<file path="src/rtl/c499_lock_pkg.sv">
// c499_lock_pkg: types, defaults and helpers shared by the c499 key loader.
//   kl_state_t        key-loader FSM state encoding
//   C499_KEY_W        default key width (bits driving c499 s_0..s_{KEY_W-1})
//   C499_KEY_TIMEOUT  default idle-cycle budget while a load is in progress
//   kl_parity_odd()   returns 1 when shadow bits plus parity bit have odd parity
// Optional feature macro: C499_KEY_PARITY_EN adds the PAR state.
package c499_lock_pkg;

  localparam int C499_KEY_W       = 2;
  localparam int C499_KEY_TIMEOUT = 16;

  typedef enum logic [2:0] {
    KL_IDLE,
    KL_SHIFT,
`ifdef C499_KEY_PARITY_EN
    KL_PAR,
`endif
    KL_COMMIT,
    KL_ERR
  } kl_state_t;

  // Callers zero-extend the key into the 32-bit argument, so the unused
  // upper bits never disturb the XOR reduction.
  function automatic logic kl_parity_odd(input logic [31:0] bits, input logic par_bit);
    return (^bits) ^ par_bit;
  endfunction

endpackage

</file>
<file path="src/rtl/c499_key_loader_if.sv">
// c499_key_loader_if: serial key-load bus between a key source and the loader.
//   load_req   start/restart a key load (one-cycle pulse)
//   key_vld    bit strobe for key_si
//   key_si     serial key bit, LSB first
//   s_key      committed key driving c499 s_0..s_{KEY_W-1}
//   key_ready  committed key valid
//   busy       load in progress
//   load_err   last load failed (parity or timeout)
// Modports: master = key source, slave = key loader.
interface c499_key_loader_if #(
  parameter int KEY_W = 2
);

  logic             load_req;
  logic             key_vld;
  logic             key_si;
  logic [KEY_W-1:0] s_key;
  logic             key_ready;
  logic             busy;
  logic             load_err;

  modport master (
    output load_req, key_vld, key_si,
    input  s_key, key_ready, busy, load_err
  );

  modport slave (
    input  load_req, key_vld, key_si,
    output s_key, key_ready, busy, load_err
  );

endinterface

</file>
<file path="src/rtl/c499_key_shreg.sv">
// c499_key_shreg: indexed shadow register that collects the serial key.
//   clk     clock, rising edge
//   rst     synchronous active-high reset
//   clr     clear shadow and bit counter (start of a new load)
//   we      write bit_in into shadow[cnt] and advance cnt
//   bit_in  serial key bit
//   shadow  collected key bits
//   cnt     number of bits collected so far
module c499_key_shreg #(
  parameter int KEY_W = 2,
  parameter int CNT_W = $clog2(KEY_W + 1)
) (
  input  logic             clk,
  input  logic             rst,
  input  logic             clr,
  input  logic             we,
  input  logic             bit_in,
  output logic [KEY_W-1:0] shadow,
  output logic [CNT_W-1:0] cnt
);

  // Writes stop once KEY_W bits are held so cnt can never index past the key.
  always_ff @(posedge clk) begin
    if (rst || clr) begin
      shadow <= '0;
      cnt    <= '0;
    end else if (we && (cnt < CNT_W'(KEY_W))) begin
      for (int i = 0; i < KEY_W; i++) begin
        if (cnt == CNT_W'(i)) begin
          shadow[i] <= bit_in;
        end
      end
      cnt <= cnt + CNT_W'(1);
    end
  end

endmodule

</file>
<file path="src/rtl/c499_key_loader.sv">
// c499_key_loader: serial key-load controller in front of the key-gated c499.
// Shifts a key in LSB first, optionally checks an even-parity bit, then commits
// the key atomically onto s_key. Until a commit, s_key is 0 and key_ready is 0.
//   CK        clock, rising edge
//   RST       synchronous active-high reset, overrides every other input
//   bus       c499_key_loader_if slave modport (load_req, key_vld, key_si in;
//             s_key, key_ready, busy, load_err out; all outputs registered)
// Parameters: KEY_W key width, TIMEOUT consecutive idle cycles before error.
// Optional feature macro: C499_KEY_PARITY_EN (trailing parity bit, PAR state).
module c499_key_loader
  import c499_lock_pkg::*;
#(
  parameter int KEY_W   = C499_KEY_W,
  parameter int TIMEOUT = C499_KEY_TIMEOUT
) (
  input logic              CK,
  input logic              RST,
  c499_key_loader_if.slave bus
);

  localparam int CNT_W  = $clog2(KEY_W + 1);
  localparam int IDLE_W = $clog2(TIMEOUT + 1);

  kl_state_t         state;
  kl_state_t         state_nxt;
  logic [KEY_W-1:0]  s_key_q;
  logic [KEY_W-1:0]  s_key_nxt;
  logic              ready_q;
  logic              ready_nxt;
  logic              busy_q;
  logic              busy_nxt;
  logic              err_q;
  logic              err_nxt;
  logic [IDLE_W-1:0] idle_q;
  logic [IDLE_W-1:0] idle_nxt;
  logic              sh_clr;
  logic              sh_we;
  logic              to_err;
  logic [KEY_W-1:0]  shadow;
  logic [CNT_W-1:0]  cnt;

  c499_key_shreg #(
    .KEY_W (KEY_W),
    .CNT_W (CNT_W)
  ) u_shreg (
    .clk    (CK),
    .rst    (RST),
    .clr    (sh_clr),
    .we     (sh_we),
    .bit_in (bus.key_si),
    .shadow (shadow),
    .cnt    (cnt)
  );

  // State, committed key, status flags and idle counter.
  always_ff @(posedge CK) begin
    if (RST) begin
      state   <= KL_IDLE;
      s_key_q <= '0;
      ready_q <= 1'b0;
      busy_q  <= 1'b0;
      err_q   <= 1'b0;
      idle_q  <= '0;
    end else begin
      state   <= state_nxt;
      s_key_q <= s_key_nxt;
      ready_q <= ready_nxt;
      busy_q  <= busy_nxt;
      err_q   <= err_nxt;
      idle_q  <= idle_nxt;
    end
  end

  // Next-state logic. load_req restarts from any state and beats a
  // simultaneous key_vld. The idle counter saturates at TIMEOUT; reaching
  // TIMEOUT-1 on another idle cycle means this is the TIMEOUT-th idle cycle.
  always_comb begin
    state_nxt = state;
    s_key_nxt = s_key_q;
    ready_nxt = ready_q;
    busy_nxt  = busy_q;
    err_nxt   = err_q;
    idle_nxt  = idle_q;
    sh_clr    = 1'b0;
    sh_we     = 1'b0;
    to_err    = 1'b0;

    if (bus.load_req) begin
      state_nxt = KL_SHIFT;
      sh_clr    = 1'b1;
      idle_nxt  = '0;
      s_key_nxt = '0;
      ready_nxt = 1'b0;
      err_nxt   = 1'b0;
      busy_nxt  = 1'b1;
    end else begin
      case (state)
        KL_SHIFT: begin
          if (bus.key_vld) begin
            sh_we    = 1'b1;
            idle_nxt = '0;
            if (cnt == CNT_W'(KEY_W - 1)) begin
`ifdef C499_KEY_PARITY_EN
              state_nxt = KL_PAR;
`else
              state_nxt = KL_COMMIT;
`endif
            end
          end else begin
            if (idle_q != IDLE_W'(TIMEOUT)) begin
              idle_nxt = idle_q + IDLE_W'(1);
            end
            if (idle_q == IDLE_W'(TIMEOUT - 1)) begin
              to_err = 1'b1;
            end
          end
        end
`ifdef C499_KEY_PARITY_EN
        KL_PAR: begin
          if (bus.key_vld) begin
            idle_nxt = '0;
            if (kl_parity_odd(32'(shadow), bus.key_si)) begin
              to_err = 1'b1;
            end else begin
              state_nxt = KL_COMMIT;
            end
          end else begin
            if (idle_q != IDLE_W'(TIMEOUT)) begin
              idle_nxt = idle_q + IDLE_W'(1);
            end
            if (idle_q == IDLE_W'(TIMEOUT - 1)) begin
              to_err = 1'b1;
            end
          end
        end
`endif
        KL_COMMIT: begin
          state_nxt = KL_IDLE;
          s_key_nxt = shadow;
          ready_nxt = 1'b1;
          busy_nxt  = 1'b0;
        end
        KL_IDLE, KL_ERR: begin
          state_nxt = state;
        end
        default: begin
          state_nxt = KL_IDLE;
        end
      endcase

      if (to_err) begin
        state_nxt = KL_ERR;
        err_nxt   = 1'b1;
        busy_nxt  = 1'b0;
        s_key_nxt = '0;
        ready_nxt = 1'b0;
      end
    end
  end

  assign bus.s_key     = s_key_q;
  assign bus.key_ready = ready_q;
  assign bus.busy      = busy_q;
  assign bus.load_err  = err_q;

endmodule
</file>
<file path="src/flat_wrapper.sv">
// flat-port wrapper written by rule: the top's interface ports become plain ports
module c499_key_loader_flat import c499_lock_pkg::*;
#(
  parameter int KEY_W   = C499_KEY_W,
  parameter int TIMEOUT = C499_KEY_TIMEOUT
)
  (CK, RST, bus_load_req, bus_key_vld, bus_key_si, bus_s_key, bus_key_ready, bus_busy, bus_load_err);
  c499_key_loader_if #(.KEY_W(KEY_W)) bus_i ();
  input logic CK;
  input logic RST;
  input wire logic [$bits(bus_i.load_req)-1:0] bus_load_req;
  input wire logic [$bits(bus_i.key_vld)-1:0] bus_key_vld;
  input wire logic [$bits(bus_i.key_si)-1:0] bus_key_si;
  output wire logic [$bits(bus_i.s_key)-1:0] bus_s_key;
  output wire logic [$bits(bus_i.key_ready)-1:0] bus_key_ready;
  output wire logic [$bits(bus_i.busy)-1:0] bus_busy;
  output wire logic [$bits(bus_i.load_err)-1:0] bus_load_err;
  assign bus_i.load_req = bus_load_req;
  assign bus_i.key_vld = bus_key_vld;
  assign bus_i.key_si = bus_key_si;
  assign bus_s_key = bus_i.s_key;
  assign bus_key_ready = bus_i.key_ready;
  assign bus_busy = bus_i.busy;
  assign bus_load_err = bus_i.load_err;
  c499_key_loader #(.KEY_W(KEY_W), .TIMEOUT(TIMEOUT)) u_core (.CK(CK), .RST(RST), .bus(bus_i));
endmodule
</file>
<file path="config.mk">
export PLATFORM = sky130hd
export DESIGN_NAME = c499_key_loader_flat
export DESIGN_NICKNAME = d
export VERILOG_FILES = /design/src/rtl/c499_lock_pkg.sv /design/src/rtl/c499_key_loader_if.sv /design/src/rtl/c499_key_shreg.sv /design/src/rtl/c499_key_loader.sv /design/src/flat_wrapper.sv
export SDC_FILE = /design/constraint.sdc
export NUM_CORES = 1
export LEC_CHECK = 0
export CORE_MARGIN = 3
export CORE_UTILIZATION = 40
export DETAILED_ROUTE_END_ITERATION = 8
export MAX_ROUTING_LAYER = met4
export PLACE_DENSITY = 0.71
export SLEW_MARGIN = 5
export SYNTH_ARGS = -nofsm -noshare
export SYNTH_HDL_FRONTEND = slang
export SYNTH_HIERARCHICAL = 1
export SYNTH_SLANG_ARGS = --single-unit
</file>
<file path="constraint.sdc">
create_clock -name CK -period 1.5 [get_ports CK]
set_input_delay 0.225 -clock CK [delete_from_list [all_inputs] [get_ports CK]]
set_output_delay 0.225 -clock CK [all_outputs]
set_load 0.05 [all_outputs]
</file>
==> results of run 1 <==
-- worst max-delay path by stage --
stage | start | to | slack, ns
finish | u_core/idle_q[0] | u_core/state[0] | 0.08
global route | u_core/idle_q[0] | u_core/state[0] | -0.008
CTS | u_core/idle_q[0] | u_core/state[0] | 0.01
detailed placement | bus_key_vld | u_core/u_shreg/shadow[0] | -0.03
global placement | bus_load_req | u_core/idle_q[1] | 0.0008
floorplan | u_core/state[1] | u_core/u_shreg/cnt[0] | 0.11
-- registers in the layout, summed over array words and instances, names as in the netlist --
name / count
u_core/u_shreg/shadow: 2
u_core/u_shreg/cnt: 2
u_core/bus.load_err: 1
u_core/idle_q: 5
u_core/bus.busy: 1
u_core/bus.key_ready: 1
u_core/bus.s_key: 2
u_core/state: 2
-- routing by layer --
layer  wire length (um)  vias to the layer above  track usage (%)
li1                   -                      383                -
met1                853                      339             18.6
met2                892                       20             24.0
met3                 67                        5             1.99
met4                 44                        0             8.94
met5                  0                        -                -
-- what timing repair did --
item | in CTS | in global routing
hold buffers | 0 | 0
setup endpoints to repair | 1 | 5
gates resized for setup | 1 | 14
hold endpoints to repair | 0 | 0
-- cells in the mapped netlist, drive strengths merged --
master  number  area (sq um)
a211oi       1          7.51
a21oi        3          15.0
a31oi        2          12.5
a32o         1          10.0
a41oi        2          17.5
and2b        1          8.76
and3         1          6.26
and3b        1          8.76
and4bb       1          12.5
buf          4          32.5
dfxtp       16           320
ha           7          87.6
inv          9          33.8
mux2i        4          40.0
nand2        5          18.8
nand2b       1          6.26
nand3        1          5.00
nand3b       3          22.5
nand4        2          12.5
nor2         9          33.8
nor2b        1          6.26
nor3         6          30.0
nor3b        3          27.5
nor4b        2          17.5
o21ai        4          20.0
o41ai        2          32.5
or2          1          6.26
or3          1          6.26
xnor2        1          8.76
-- report_power, final --
part	total (W)	internal (W)	leakage (nW)	switching [W]
registers	0.000436	0.000430	0.131	0.00000602
clock network	0.000287	0.000148	0.0210	0.000139
logic	0.000105	0.0000476	0.274	0.0000570
-- through the flow --
step	hold slack [ns]	power [W]	TNS (ns)	utilization [%]	setup WS [ns]
floorplan	0.297	0.000502	0	-	0.108
global placement	0.458	0.000540	0	52.1	0.000763
detailed placement	0.465	0.000543	-0.0315	52.1	-0.0293
CTS	0.491	0.000835	0	54.0	0.0106
global route	0.508	0.000871	-0.00780	56.7	-0.00780
finish	0.487	0.000827	0	56.7	0.0768
-- worst register-to-register path, cell delays in order (launching register included) --
cell and delay, ns:
dfxtp_4 0.37, ha_4 0.16, and3_4 0.17, ha_2 0.17
and3b_2 0.23, nor3_2 0.15, a211oi_2 0.06
-- kinds of logic (layout without fill, tap and decap cells) --
| group | count (synthesis) | count (layout) | synth area share, % |
|---|---|---|---|
| buffers and inverters | 13 | 35 | 7.65 |
| multiplexers | 4 | 4 | 4.62 |
| adder cells (fa/ha/maj) | 7 | 7 | 10.1 |
| AND/OR/NAND/NOR | 39 | 39 | 26.4 |
| AO/OA/AOI/OAI | 15 | 15 | 13.3 |
| XOR/XNOR | 1 | 1 | 1.01 |
| flip-flops | 16 | 16 | 36.9 |
-- cell type report --
cell class	count	area, sq um	share of cell area [%]
sequential	16	327	28.8
timing repair buffer	22	175	15.4
inverter	9	33.8	2.98
multi-input combinational	66	529	46.6
clock buffer	4	36.3	3.20
tap	27	33.8	2.98
==> results_tabular.tex, run 1 <==
\begin{tabular}{lr}
\hline
Metric & Value \\
\hline
\multicolumn{2}{l}{\textbf{Outcome}} \\
\quad Run status & completed \\
\multicolumn{2}{l}{\textbf{Floorplan}} \\
\quad Area of the die & 2760 sq um \\
\quad DIE HEIGHT & 52.6 um \\
\quad Number of top-level pins & 10 \\
\quad Starting Density & 43.3\% \\
\quad Die W & 52.6 um \\
\quad Core region area & between 2000 and 2500 sq um \\
\quad Row cnt & 16 \\
\multicolumn{2}{l}{\textbf{GRT}} \\
\quad Maximum number of pins on one net before global-route repair & 12 \\
\quad Antenna violations before repair & 0 \\
\quad Vias in the first global route & 703 \\
\quad Total overflow reported by the global router & 0 \\
\quad GRT Util Overall & between 10\% and 20\% \\
\quad Wire length of the first global-routing pass & 2.99 mm \\
\multicolumn{2}{l}{\textbf{Finish}} \\
\quad Ratio of cells with drive above 1 in the final layout & 34.2\% \\
\quad Commonest non-fill, non-tap cell in the layout & buf\_4 \\
\quad Cell area after layout & 1130 sq um \\
\quad Number of antenna cells inserted & 0 \\
\quad Nets@finish & 130 \\
\quad Non-Filler Instances & 144 \\
\quad Fill count & 187 \\
\quad Area Overhead vs Synth & 30.9\% \\
\quad Leading cell types in the layout, fill and taps excluded & buf\_4, dfxtp\_1, inv\_1 \\
\multicolumn{2}{l}{\textbf{Hold path}} \\
\quad Path type of the worst min-delay path & register to register \\
\quad Worst Min Path Start & u\_core/bus.load\_err \\
\quad Instance count along the most critical hold path & 2 \\
\quad End point of the most critical hold path & u\_core/bus.load\_err \\
\multicolumn{2}{l}{\textbf{Timing}} \\
\quad Fin. Hold Viols & 0 \\
\quad Min Tclk post-route & 1.42 ns \\
\quad Transition time of the tightest slew-check pin & 0.351 ns \\
\quad Slew Viols, Final & 0 \\
\quad Final cycle utilization of the critical path & 94.9\% \\
\quad Top achievable clock speed & 703 MHz \\
\quad Clk\_skew & 0.00244 ns \\
\quad Slew HR & 76.5\% \\
\quad Number of endpoints failing setup at the final stage & 0 \\
\multicolumn{2}{l}{\textbf{Critical path}} \\
\quad Total number of cells along the worst setup path & 6 \\
\quad Reg-to-Reg End & u\_core/state[0] \\
\quad Setup slack of the most critical reg-to-reg path & 0.08 ns \\
\quad Depth of the worst register-to-register path & 6 \\
\quad Endpoint class of the critical path & register \\
\quad Highest-delay cell along the critical path & dfxtp\_4 \\
\quad Kind of cell adding the most delay to the critical path & simple AND/OR/NAND/NOR gates \\
\quad Startpoint class of the critical path & register \\
\quad Beginning of the worst register-to-register path & u\_core/idle\_q[0] \\
\quad Maximum fanout along the worst path & 4 \\
\quad Arrival time at the worst endpoint & 1.60 ns \\
\quad Buffer and inverter count on the worst path & 0 \\
\quad Crit path kind & register to register \\
\quad Largest stage delay on the critical path & 0.37 ns \\
\quad List of cells traversed by the critical path & ha\_4, and3\_4, ha\_2, and3b\_2, nor3\_2, a211oi\_2 \\
\quad Data required time of the worst path & 1.68 ns \\
\multicolumn{2}{l}{\textbf{CTS}} \\
\quad Clock slew at the register clock pins of the worst setup and hold paths & 0.09 ns \\
\quad CTS tree & built \\
\quad H-tree depth reported by CTS & 1 \\
\quad Worst-skew pair later-pin latency & $\sim$0.29 ns \\
\quad Post-CTS setup-driven buffer insertion count & 0 \\
\quad Cell at the root of the clock tree & clkbuf\_4 \\
\quad Num Clock Sinks & 16 \\
\quad Max Buffers Root-to-Sink & 2 \\
\quad Number of buffers added by the clock tree synthesis step & 3 \\
\multicolumn{2}{l}{\textbf{Yosys}} \\
\quad FF+latch count, synth & 16 \\
\quad Sequential share of the synthesized area & roughly 37\% \\
\quad Post-synth net total & $\sim$110 \\
\quad Synthesized netlist cell count & 95 \\
\quad Yosys cell types & 32 \\
\quad Synth warn & 6 \\
\quad Mean instance size in the synthesized netlist & 9.13 sq um \\
\quad Cell area after synthesis & 867 sq um \\
\multicolumn{2}{l}{\textbf{Routing}} \\
\quad DR pass1 iterations & 4 \\
\quad Routed vias/inst & 5.19 \\
\quad Number of remaining DRC errors & 0 \\
\quad Post-detailed-routing wire length & 1.86 mm \\
\quad Total number of vias & between 700 and 800 \\
\quad First-iteration detailed-routing DRC count & 15 \\
\quad Post-route antenna net violation count & 0 \\
\quad Post-DR wirelength/cell & about 13 um \\
\multicolumn{2}{l}{\textbf{Power and ir drop}} \\
\quad Reported leakage power & approximately 0.43 nW \\
\quad Worst supply voltage drop on vdd & 466 uV \\
\quad Cell Pwr Density & $\sim$730 nW/um\^{}2 \\
\multicolumn{2}{l}{\textbf{Placement}} \\
\quad Final RePlAce weighted congestion & 0.835 \\
\quad Input/output buffers & 9 \\
\quad DP Wirelength & approximately 1.4 mm \\
\quad Count of placed standard cells including taps & 140 \\
\quad Post-DP Area & 1040 sq um \\
\multicolumn{2}{l}{\textbf{Flow run}} \\
\quad Count of maximum capacitance violations & 0 \\
\hline
\end{tabular}
Power figures use the tool's default switching activity.
==> run 2, diff against run 1 <==
--- a/config.mk
+++ b/config.mk
@@ -6,10 +6,10 @@
 export NUM_CORES = 1
 export LEC_CHECK = 0
 export CORE_MARGIN = 3
-export CORE_UTILIZATION = 40
+export CORE_UTILIZATION = 48
 export DETAILED_ROUTE_END_ITERATION = 8
 export MAX_ROUTING_LAYER = met4
-export PLACE_DENSITY = 0.71
+export PLACE_DENSITY = 0.81
 export SLEW_MARGIN = 5
 export SYNTH_ARGS = -nofsm -noshare
 export SYNTH_HDL_FRONTEND = slang
==> run 2 against run 1 <==
Net effect: hold slack worse by 0.0087 ns; register-to-register slack got worse by 0.08 ns; first-iteration DRC count increased by 110%; cell count decreased by 4.2%; global-route usage rose by 1.3 points; combinational power grew 6%; critical path type unchanged; critical endpoint unchanged.
==> results_tabular.tex, run 2 (synthesis gave the netlist of run 1 again) <==
\begin{tabular}{lr}
\hline
Metric & Value \\
\hline
\multicolumn{2}{l}{\textbf{Outcome}} \\
\quad Run status & completed \\
\multicolumn{2}{l}{\textbf{GRT}} \\
\quad Maximum number of pins on one net before global-route repair & 15 \\
\quad Wire length of the first global-routing pass & 3.02 mm \\
\quad Vias in the first global route & 676 \\
\quad Antenna violations before repair & 0 \\
\quad Total overflow reported by the global router & 0 \\
\quad GRT Util Overall & 16.6\% \\
\multicolumn{2}{l}{\textbf{Routing}} \\
\quad Post-route antenna net violation count & 0 \\
\quad Number of remaining DRC errors & 0 \\
\quad Routed vias/inst & 5.64 \\
\quad Post-detailed-routing wire length & $\sim$2.2 mm \\
\quad DR pass1 iterations & 4 \\
\quad Post-DR wirelength/cell & 15.8 um \\
\quad Total number of vias & 779 \\
\quad First-iteration detailed-routing DRC count & 32 \\
\multicolumn{2}{l}{\textbf{Critical path}} \\
\quad Data required time of the worst path & 1.67 ns \\
\quad Setup slack of the most critical reg-to-reg path & between 0.0008 and 0.0009 ns \\
\quad Reg-to-Reg End & u\_core/state[0] \\
\quad Depth of the worst register-to-register path & 6 \\
\quad Crit path kind & register to register \\
\quad Endpoint class of the critical path & register \\
\quad Arrival time at the worst endpoint & 1.67 ns \\
\quad Startpoint class of the critical path & register \\
\quad Beginning of the worst register-to-register path & u\_core/idle\_q[0] \\
\quad Maximum fanout along the worst path & 4 \\
\multicolumn{2}{l}{\textbf{Floorplan}} \\
\quad Core region area & 1590 sq um \\
\quad DIE HEIGHT & 48.5 um \\
\quad Die W & 48.5 um \\
\quad Starting Density & a little over half \\
\quad Area of the die & 2350 sq um \\
\quad Number of top-level pins & 10 \\
\quad Row cnt & 14 \\
\multicolumn{2}{l}{\textbf{Timing}} \\
\quad Clk\_skew & 0.00478 ns \\
\quad RSZ-0062 raised after global routing & yes \\
\quad Final cycle utilization of the critical path & 99.9\% \\
\quad Top achievable clock speed & 667 MHz \\
\quad Post-Route Hold Slack & $\sim$0.48 ns \\
\quad Number of endpoints failing setup at the final stage & 0 \\
\quad Slew Viols, Final & 0 \\
\quad Slew HR & 71.6\% \\
\quad Fin. Hold Viols & 0 \\
\quad Min Tclk post-route & 1.50 ns \\
\quad Transition time of the tightest slew-check pin & around 0.42 ns \\
\multicolumn{2}{l}{\textbf{Hold path}} \\
\quad Worst Min Path Start & u\_core/bus.key\_ready \\
\quad Path type of the worst min-delay path & register to register \\
\quad End point of the most critical hold path & u\_core/bus.key\_ready \\
\quad Instance count along the most critical hold path & 2 \\
\multicolumn{2}{l}{\textbf{Finish}} \\
\quad Multi-input gate area & 548 sq um \\
\quad Final cell utilization of the core & 70.3\% \\
\quad Nets@finish & $\sim$130 \\
\quad Top register by number of flip-flops & u\_core/idle\_q \\
\quad Register area & 325 sq um \\
\quad Leading cell types in the layout, fill and taps excluded & buf\_4, dfxtp\_1, inv\_1 \\
\quad Flip-flop count of the largest register after layout & 5 \\
\quad Commonest non-fill, non-tap cell in the layout & buf\_4 \\
\quad Area Overhead vs Synth & 29.1\% \\
\quad Ratio of cells with drive above 1 in the final layout & 31.6\% \\
\quad Fill count & between 100 and 150 \\
\quad Number of antenna cells inserted & 0 \\
\multicolumn{2}{l}{\textbf{CTS}} \\
\quad Worst-skew pair later-pin latency & 0.28 ns \\
\quad Number of buffers added by the clock tree synthesis step & 3 \\
\quad Cell at the root of the clock tree & clkbuf\_4 \\
\quad Num Clock Sinks & 16 \\
\quad Max Buffers Root-to-Sink & 2 \\
\quad H-tree depth reported by CTS & 1 \\
\quad CTS tree & built \\
\quad Clock slew at the register clock pins of the worst setup and hold paths & roughly 0.090 ns \\
\multicolumn{2}{l}{\textbf{Placement}} \\
\quad Input/output buffers & 9 \\
\quad Final RePlAce weighted congestion & $\sim$0.8 \\
\quad DP Wirelength & 1.36 mm \\
\multicolumn{2}{l}{\textbf{Power and ir drop}} \\
\quad Reported leakage power & 0.414 nW \\
\quad Worst supply voltage drop on vdd & 429 uV \\
\quad Cell Pwr Density & 688 nW/um\^{}2 \\
\multicolumn{2}{l}{\textbf{Flow run}} \\
\quad Count of maximum capacitance violations & 0 \\
\hline
\end{tabular}
## run 2: where the power goes
group / internal (W) / switching, W / total, W
clock: 0.0000932 / 0.000132 / 0.000226
sequential: 0.000429 / 0.00000549 / 0.000435
combinational: 0.0000482 / 0.0000624 / 0.000111
## run 2: worst max path at each step
stage                      from  cells past startpoint               endpoint  slack (ns)
3_5_place_dp   u_core/idle_q[0]                      6        u_core/state[0]       -0.05
6_report       u_core/idle_q[0]                      6        u_core/state[0]      0.0008
5_1_grt         u_core/state[1]                      6       u_core/idle_q[1]       -0.06
2_1_floorplan   u_core/state[1]                      8  u_core/u_shreg/cnt[0]        0.11
4_1_cts        u_core/idle_q[0]                      6        u_core/state[0]       0.003
3_3_place_gp                RST                      3       u_core/idle_q[1]        0.03
## run 2: through the flow
stage / power, W / std cells / TNS, ns / instance area [sq um] / setup slack (ns)
after floorplan: 0.000502 / 95 / 0 / 867 / 0.108
after global placement: 0.000538 / 133 / 0 / 1010 / 0.0253
after detailed placement: 0.000540 / 133 / -0.0915 / 1010 / -0.0497
after CTS: 0.000759 / 136 / 0 / 1040 / 0.00342
after global routing: 0.000807 / 138 / -0.217 / 1120 / -0.0638
final: 0.000771 / 138 / 0 / 1120 / 0.000816
## run 2: final cells by class
cell class | count | share of cell area (%)
clock buffers | 3 | 2.01
inverters | 9 | 3.02
multi-input cells | 66 | 48.9
flip-flops and latches | 16 | 29.1
well taps | 24 | 2.68
repair buffers | 20 | 14.3
## run 2: worst max-delay path, stage by stage, from the launching register on
cell and delay (ns):
dfxtp_4 0.37, ha_4 0.17, and3_4 0.18, ha_4 0.16
and3b_2 0.24, nor3_4 0.19, a211oi_2 0.08
## run 2: repair_timing
action / CTS / global route
resized for setup: 2 / 14
pin swaps: 0 / 3
buffers inserted: 0 / 2
setup endpoints to repair: 1 / 5
hold buffers: 0 / 0
## run 2: metal layers
layer	track usage, %	wire [um]	up-vias
li1	-	-	372
met3	3.07	137	6
met2	24.3	1090	33
met4	7.58	36	0
met5	-	0	-
met1	22.2	910	368
